[config.mk]
export PLATFORM = sky130hd
export DESIGN_NAME = operand_stack
export DESIGN_NICKNAME = d
export VERILOG_FILES = /design/src/rtl/operand_stack_pkg.sv /design/src/rtl/operand_stack.sv
export SDC_FILE = /design/constraint.sdc
export NUM_CORES = 1
export LEC_CHECK = 0
export ABC_AREA = 1
export CAP_MARGIN = 15
export CORE_UTILIZATION = 60
export DETAILED_ROUTE_END_ITERATION = 7
export DONT_BUFFER_PORTS = 1
export PLACE_DENSITY = 0.85
export SLEW_MARGIN = 10
export SYNTH_ARGS = -nofsm -noshare
export SYNTH_HDL_FRONTEND = slang
export SYNTH_SLANG_ARGS = --single-unit
[constraint.sdc]
create_clock -name clk -period 7 [get_ports clk]
set_input_delay 2.1 -clock clk [delete_from_list [all_inputs] [get_ports clk]]
set_output_delay 2.1 -clock clk [all_outputs]
set_load 0.01 [all_outputs]
[src/rtl/operand_stack_pkg.sv]
// Shared definitions for the stack-MIPS operand stack: default geometry and the
// controller's two-bit stack operation encoding ({pop, push}).
package operand_stack_pkg;

  localparam int STACK_WIDTH = 8;
  localparam int STACK_DEPTH = 16;

  typedef enum logic [1:0] {
    OP_NOP  = 2'b00,
    OP_PUSH = 2'b01,
    OP_POP  = 2'b10,
    OP_REPL = 2'b11
  } stack_op_e;

endpackage

[src/rtl/operand_stack.sv]
// LIFO operand stack exposing top and next-on-stack for single-cycle binary ops,
// with sticky overflow/underflow flags for the controller.
module operand_stack
  import operand_stack_pkg::*;
#(
  parameter int WIDTH = STACK_WIDTH,
  parameter int DEPTH = STACK_DEPTH
) (
  input  logic                       clk,
  input  logic                       rst,
  input  logic                       push,
  input  logic                       pop,
  input  logic [WIDTH-1:0]           push_data,
  input  logic                       clr_err,
  output logic [WIDTH-1:0]           tos,
  output logic [WIDTH-1:0]           nos,
  output logic [$clog2(DEPTH+1)-1:0] count,
  output logic                       empty,
  output logic                       full,
  output logic                       ovf,
  output logic                       udf
);

  localparam int CW = $clog2(DEPTH+1);
  localparam int AW = (DEPTH > 1) ? $clog2(DEPTH) : 1;
  localparam logic [CW-1:0] DEPTH_C = CW'(DEPTH);

  logic [WIDTH-1:0] mem [DEPTH];
  logic [CW-1:0]    count_reg;
  logic             ovf_reg;
  logic             udf_reg;
  stack_op_e        op;
  logic             wr_en;
  logic [AW-1:0]    wr_addr;
  logic [AW-1:0]    top_addr;
  logic [AW-1:0]    below_addr;

  assign op         = stack_op_e'({pop, push});
  assign empty      = (count_reg == '0);
  assign full       = (count_reg == DEPTH_C);
  assign top_addr   = AW'(count_reg - CW'(1));
  assign below_addr = AW'(count_reg - CW'(2));

  // Push writes the free slot above top; replace-top overwrites the top slot.
  assign wr_en   = ((op == OP_PUSH) && !full) || ((op == OP_REPL) && !empty);
  assign wr_addr = (op == OP_PUSH) ? AW'(count_reg) : top_addr;

  // Storage is never reset; stale entries are hidden by the count-based masking below.
  always_ff @(posedge clk) begin
    if (rst && wr_en) begin
      mem[wr_addr] <= push_data;
    end
  end

  always_ff @(posedge clk or negedge rst) begin
    if (!rst) begin
      count_reg <= '0;
      ovf_reg   <= 1'b0;
      udf_reg   <= 1'b0;
    end else begin
      if (clr_err) begin
        ovf_reg <= 1'b0;
        udf_reg <= 1'b0;
      end
      // Errors raised this cycle are assigned last so they win over clr_err.
      case (op)
        OP_PUSH: begin
          if (full) ovf_reg <= 1'b1;
          else      count_reg <= count_reg + CW'(1);
        end
        OP_POP: begin
          if (empty) udf_reg <= 1'b1;
          else       count_reg <= count_reg - CW'(1);
        end
        OP_REPL: begin
          if (empty) udf_reg <= 1'b1;
        end
        default: ;
      endcase
    end
  end

  assign tos   = empty ? '0 : mem[top_addr];
  assign nos   = (count_reg < CW'(2)) ? '0 : mem[below_addr];
  assign count = count_reg;
  assign ovf   = ovf_reg;
  assign udf   = udf_reg;

endmodule

# After elaboration in Yosys (flattened, before gate mapping)
# Memories as Yosys holds them, arrays and structs flattened.
# Cells that the tools add are included.
# word_totals
ff_bits	7
ram_bits	128
wordCells	38
mem_count	1
# op_classes
add_sub_neg	3
n_lt_le_gt_ge	1
n_eq_ne	6
muxes	14
reduce_logical	10
# mem_list
name	depth	width	rd	rd_clocked_by_memory_dff	wr	line_no	rtl
mem	16	8	2	0	1	operand_stack.sv:28	logic [WIDTH-1:0] mem [DEPTH];
# op_table
cell	count
$mux W8	2
$mux W5	2
$pmux W5 S2	1
$mux W1	8
$add A5 B1 Y5 const B	1
$eq A5 B5 Y1 const B	1
$logic_not A5 Y1	1
$lt A5 B2 Y1 const B	1
$sub A5 B1 Y5 const B	1
$eq A2 B2 Y1 const B	2
$mux W4	1
$ne A2 B2 Y1 const B	2
$sub A4 B2 Y4 const B	1
$logic_and A1 B1 Y1	3
$reduce_and A3 Y1	1
$eq A2 B1 Y1 const B	1
$logic_not A1 Y1	2
$reduce_bool A2 Y1	1
$reduce_or A2 Y1	1
$logic_or A1 B1 Y1	1

# Longest topological paths before layout
# depth
word_depth	7
mapped_depth	14
ltp_nobuf	9

# Worst setup path before layout
# No wires, ideal clock.
# synth_path
kind	register to output
startpoint	reg count_reg[1] (netlist: count[1])
endpoint	out tos[5]
t_arrival_ns	2.352
t_required_ns	4.900
slack_ns	2.548
path_stages_with_launch	15
path_cell_list	dfrtp_1 -> buf_2 -> inv_1 -> buf_2 -> buf_2 -> ha_1 -> buf_2 -> clkinv_1 -> clkbuf_1 -> a21oi_1 -> o21ai_0 -> nand2_1 -> nor2_1 -> nor2_1 -> nor2_1
# synth_between
elab_chain_len	3
elab_cells_between_ends	4
cone_classes	1 x add/sub; 1 x mux; 1 x reduce/logical; 1 x memory
# synth_lines
item	line_no	rtl
start: declaration	operand_stack.sv:29	logic [CW-1:0] count_reg;
start signal: assignment	operand_stack.sv:69	else count_reg <= count_reg + CW'(1);
start signal: assignment	operand_stack.sv:73	else count_reg <= count_reg - CW'(1);
$sub A5 B1 Y5	-	
$mem_v2 Z16 W8	-	
$mux W8 *	operand_stack.sv:83	assign tos = empty ? '0 : mem[top_addr];
end: declaration	operand_stack.sv:15	output logic [WIDTH-1:0] tos,
# Mark *: on every way between the ends. The rest lies on a longest branch, timed or not.

# Final worst setup path
# layout_path
startpoint	reg count_reg[0] (netlist: count[0])
endpoint	out tos[7]
# Same word-level chain as after synthesis.

==> impl_metrics.prom <==
# TYPE chip_impl_metric gauge
chip_impl_metric{name="gp_congestion",unit=""} 0.898
chip_impl_metric{name="place_area",unit="um^2"} 7480
chip_impl_metric{name="synth.cell_area",unit="um^2"} 7450
chip_impl_info{name="path_class",value="register to output port"} 1
chip_impl_metric{name="worst_ep_arrival_time",unit="ns"} 4.14
chip_impl_info{name="crit_path_frequent_cell",value="sky130_fd_sc_hd__nor2_1"} 1
chip_impl_metric{name="vias",unit=""} 6172
chip_impl_info{name="path_cells",value="inv_2, ha_1, clkinv_1, buf_4, a21oi_1, o21ai_0, nand2_1, nor2_1, nor2_1, nor2_1, buf_4"} 1
chip_impl_metric{name="num_antenna_cells",unit=""} 0
chip_impl_metric{name="count_of_yosys_warnings_during_synthesis",unit=""} 0
chip_impl_metric{name="synth_compound_gate_area_share",unit="%"} 7.52
chip_impl_metric{name="insertion_delay",unit="ns"} 0.42
chip_impl_metric{name="r2r.worst_path.cells",unit=""} 9
chip_impl_info{name="timing.critical_path.to_type",value="output port"} 1
chip_impl_metric{name="die_height",unit="um"} 113
chip_impl_metric{name="h-tree-depth",unit=""} 4
chip_impl_metric{name="layout-area-overhead-vs-synth",unit="%"} 8.01
chip_impl_metric{name="first_iter_violations",unit=""} 837
chip_impl_metric{name="start_util",unit="%"} 61.8
chip_impl_metric{name="grt_first_pass_wirelength",unit="um"} 29500
chip_impl_metric{name="hold-path-cell-count",unit=""} 2
chip_impl_metric{name="power.switching_fraction",unit="%"} 49.2
chip_impl_metric{name="num_rows",unit=""} 40
chip_impl_metric{name="globalRouteTotalUtil",unit="%"} 31.0
chip_impl_metric{name="grt_max_degree",unit=""} 83
chip_impl_info{name="rsz0062_at_grt",value="no"} 1
chip_impl_metric{name="cts_resized",unit=""} 0
chip_impl_metric{name="pre_cts_setup_slack",unit="ns"} 1.36
chip_impl_metric{name="finalSetupTns",unit="ns"} 0
chip_impl_metric{name="fillerInstances",unit=""} 931
chip_impl_metric{name="timing_hold_violations_final",unit=""} 0
chip_impl_metric{name="drc",unit=""} 0
chip_impl_metric{name="io_pins",unit=""} 38
chip_impl_metric{name="synth_cell_type_count",unit=""} 32
chip_impl_metric{name="wire_per_inst",unit="um"} 18.1
chip_impl_metric{name="clock_path_buffers",unit=""} 2
chip_impl_info{name="kind_of_path_behind_the_tightest_hold_check",value="register to register"} 1
chip_impl_metric{name="die-area",unit="um^2"} 12900
chip_impl_metric{name="hpwlAfterDp",unit="um"} 11900
chip_impl_metric{name="cts_made_buffers",unit=""} 17
chip_impl_metric{name="core_area",unit="um^2"} 12100
chip_impl_metric{name="fin_nets",unit=""} 887
chip_impl_metric{name="p_int",unit="mW"} 2.17
chip_impl_metric{name="grt-ovfl-total",unit=""} 0
chip_impl_metric{name="share_seq_of_total_power",unit="%"} 24.9
chip_impl_info{name="clk_root_buffer_cell",value="sky130_fd_sc_hd__clkbuf_16"} 1
chip_impl_metric{name="first_global_vias",unit=""} 5617
chip_impl_metric{name="reg2reg_setup_slack",unit="ns"} 2.34
chip_impl_metric{name="cellLeakagePower",unit="nW"} 3.38
chip_impl_metric{name="critical_path_depth",unit=""} 11
chip_impl_metric{name="worst_ep_required_time",unit="ns"} 4.90
chip_impl_metric{name="power.switching",unit="mW"} 2.10
chip_impl_metric{name="syn_area_per_cell",unit="um^2"} 8.34
chip_impl_metric{name="flip_flop_count_of_the_largest_register_all_copies_and_words_added",unit=""} 128
chip_impl_metric{name="antenna_violations_before_repair",unit=""} 0
chip_impl_metric{name="maximum_fanout_count_along_the_critical_path",unit=""} 82
chip_impl_info{name="critPathLaunchType",value="register"} 1
chip_impl_metric{name="routed_via_density",unit=""} 5.88
chip_impl_metric{name="yosys.area_share.adder",unit="%"} 1.01
chip_impl_metric{name="synth-seq-cells",unit=""} 135
chip_impl_metric{name="finalMaxSlewViolations",unit=""} 0
chip_impl_metric{name="slew_headroom",unit="%"} 28.0
chip_impl_metric{name="worst_setup_slack_after_layout",unit="ns"} 0.762
chip_impl_metric{name="route.antenna.remaining_nets",unit=""} 0
chip_impl_metric{name="critical_path.max_stage_delay",unit="ns"} 0.97
chip_impl_metric{name="post-route-period-util",unit="%"} 89.1
chip_impl_metric{name="cell_count_post_placement",unit=""} 1017
chip_impl_metric{name="power.share.combinational",unit="%"} 54.8
chip_impl_metric{name="maxCapViolCount",unit=""} 0
chip_impl_metric{name="cts-hold-fix-buffers",unit=""} 0
chip_impl_metric{name="wl",unit="um"} 19000
chip_impl_info{name="critical_path.slowest_cell",value="sky130_fd_sc_hd__dfrtp_4"} 1
chip_impl_metric{name="register_area_share_after_synthesis",unit="%"} 53.9
chip_impl_metric{name="seq_cell_area",unit="um^2"} 4020
chip_impl_info{name="path_delay_family",value="buffers and inverters"} 1
chip_impl_metric{name="finalSetupViolations",unit=""} 0
chip_impl_metric{name="synth_area_in_xor_xnor",unit="%"} 1.88
chip_impl_info{name="cts_tree",value="built"} 1
chip_impl_metric{name="max_freq",unit="MHz"} 160
chip_impl_metric{name="synthCells",unit=""} 893
chip_impl_info{name="status",value="completed"} 1
chip_impl_metric{name="period_needed",unit="ns"} 6.24
chip_impl_metric{name="multiInputGateArea",unit="um^2"} 2850
chip_impl_metric{name="number_of_buffers_inserted_by_post_cts_setup_repair",unit=""} 0
chip_impl_metric{name="timing_worst_slew_pin_value",unit="ns"} 1.08
chip_impl_metric{name="power-per-cell-area",unit="nW/um^2"} 531
chip_impl_metric{name="synthesis.nets",unit=""} 912
chip_impl_info{name="main_combinational_cell_family_by_area_after_synthesis",value="simple AND/OR/NAND/NOR gates"} 1
chip_impl_metric{name="post_synth_mux_area_share",unit="%"} 0
chip_impl_metric{name="p_clk_share",unit="%"} 20.3
chip_impl_metric{name="vdd_drop_max",unit="uV"} 305
chip_impl_metric{name="ratio_of_cells_with_drive_above_1_in_the_final_layout",unit="%"} 6.13
chip_impl_metric{name="crit_buf_inv",unit=""} 4
chip_impl_metric{name="design_power_total",unit="mW"} 4.27
chip_impl_metric{name="finish.instance_area",unit="um^2"} 8050
chip_impl_metric{name="final_setup_skew",unit="ns"} 0.00560
chip_impl_metric{name="final-instance-count-excl-fill",unit=""} 1049
chip_impl_metric{name="clk_pin_slew_worst_paths",unit="ns"} 0.06
chip_impl_metric{name="yosys.area_share.simple",unit="%"} 27.8
chip_impl_metric{name="cts.sink_count",unit=""} 135
chip_impl_metric{name="die-width",unit="um"} 113
chip_impl_metric{name="port_buffers",unit=""} 0
chip_impl_metric{name="drt-pass1-iter-count",unit=""} 6
-- cells by family (layout without fill, tap and decap cells) --
group	count (synthesis)	after routing
compound gates	104	104
xor+xnor	10	10
fa+ha+maj	6	6
buf+inv	141	129
flops	135	135
simple gates	497	497
-- worst min-delay path: stages, from the launching register on --
cell and delay, ns:
sky130_fd_sc_hd__dfrtp_1 0.41, sky130_fd_sc_hd__inv_1 0.06, sky130_fd_sc_hd__o22ai_1 0.06
-- routing by layer --
metal | GRT usage [%] | vias to the layer above | part of all wire (%)
li1 | - | 2895 | -
met1 | 43.5 | 2818 | 40
met2 | 46.3 | 396 | 44
met3 | 6.70 | 63 | 11
met4 | 15.1 | 0 | 3.9
met5 | 0 | - | 0
-- per-stage QoR --
step                utilization (%)  hold WS, ns
floorplan                         -        0.558
global placement               62.0        0.569
detailed placement             62.0        0.573
CTS                            66.7        0.581
global route                   66.7        0.610
finish                         66.7        0.582
-- power groups by stage --
stage	registers (mW)	logic, mW	clock network [mW]
2_1_floorplan	0.992	1.76	0
3_3_place_gp	1.07	2.22	0
3_5_place_dp	1.08	2.25	0
4_1_cts	1.06	2.28	0.873
5_1_grt	1.07	2.55	0.904
6_report	1.06	2.34	0.868
-- cell usage after synthesis, drive strengths merged --
library cell  instances  area (um^2)
o21ai                49          260
dfrtp                 7          175
edfxtp              128         3840
clkinv                2         8.75
nand3               135          681
o211ai                9         67.6
or2                   4         25.0
xnor2                 1         16.3
inv                  86          323
nand2               278         1060
o22ai                 2         12.5
clkbuf               15         56.3
a21oi                44          220
nand4                 1         6.26
nor2                 78          293
buf                  38          199
ha                    6         75.1
and2                  1         6.26
xor2                  9          124
-- cell type report --
cell class / count / area share [%]
multi-input cells: 617 / 35.4
flip-flops and latches: 135 / 50.0
well taps: 168 / 2.61
clock inverters: 12 / 1.66
clock buffers: 20 / 5.43
inverters: 88 / 4.12
repair buffers: 9 / 0.840
-- placed cells by master, fill, tap and decap left out, types with 2 or more instances in the layout --
cell / count
sky130_fd_sc_hd__ha_1: 6
sky130_fd_sc_hd__buf_4: 9
sky130_fd_sc_hd__nand2_1: 274
sky130_fd_sc_hd__clkbuf_1: 3
sky130_fd_sc_hd__nor2_1: 78
sky130_fd_sc_hd__clkinv_1: 4
sky130_fd_sc_hd__o211ai_1: 9
sky130_fd_sc_hd__o21ai_1: 2
sky130_fd_sc_hd__edfxtp_1: 128
sky130_fd_sc_hd__clkinv_2: 6
sky130_fd_sc_hd__nand2_2: 3
sky130_fd_sc_hd__o21ai_0: 45
sky130_fd_sc_hd__nand3_1: 134
sky130_fd_sc_hd__xor2_1: 6
sky130_fd_sc_hd__xor2_4: 2
sky130_fd_sc_hd__clkbuf_16: 17
sky130_fd_sc_hd__inv_1: 83
sky130_fd_sc_hd__dfrtp_1: 6
sky130_fd_sc_hd__bufinv_16: 3
sky130_fd_sc_hd__inv_2: 3
sky130_fd_sc_hd__or2_2: 3
sky130_fd_sc_hd__a21oi_1: 44
sky130_fd_sc_hd__o22ai_1: 2
-- path summary, 6_finish.rpt --
path,endpoint,start
max,tos[7],count[0]
min in group asynchronous,count[0],rst
min reg2reg,ovf,ovf
min,ovf,ovf
max in group asynchronous,count[0],rst
max reg2reg,mem[1][6],count[0]
(Power assumes the default switching activity.)
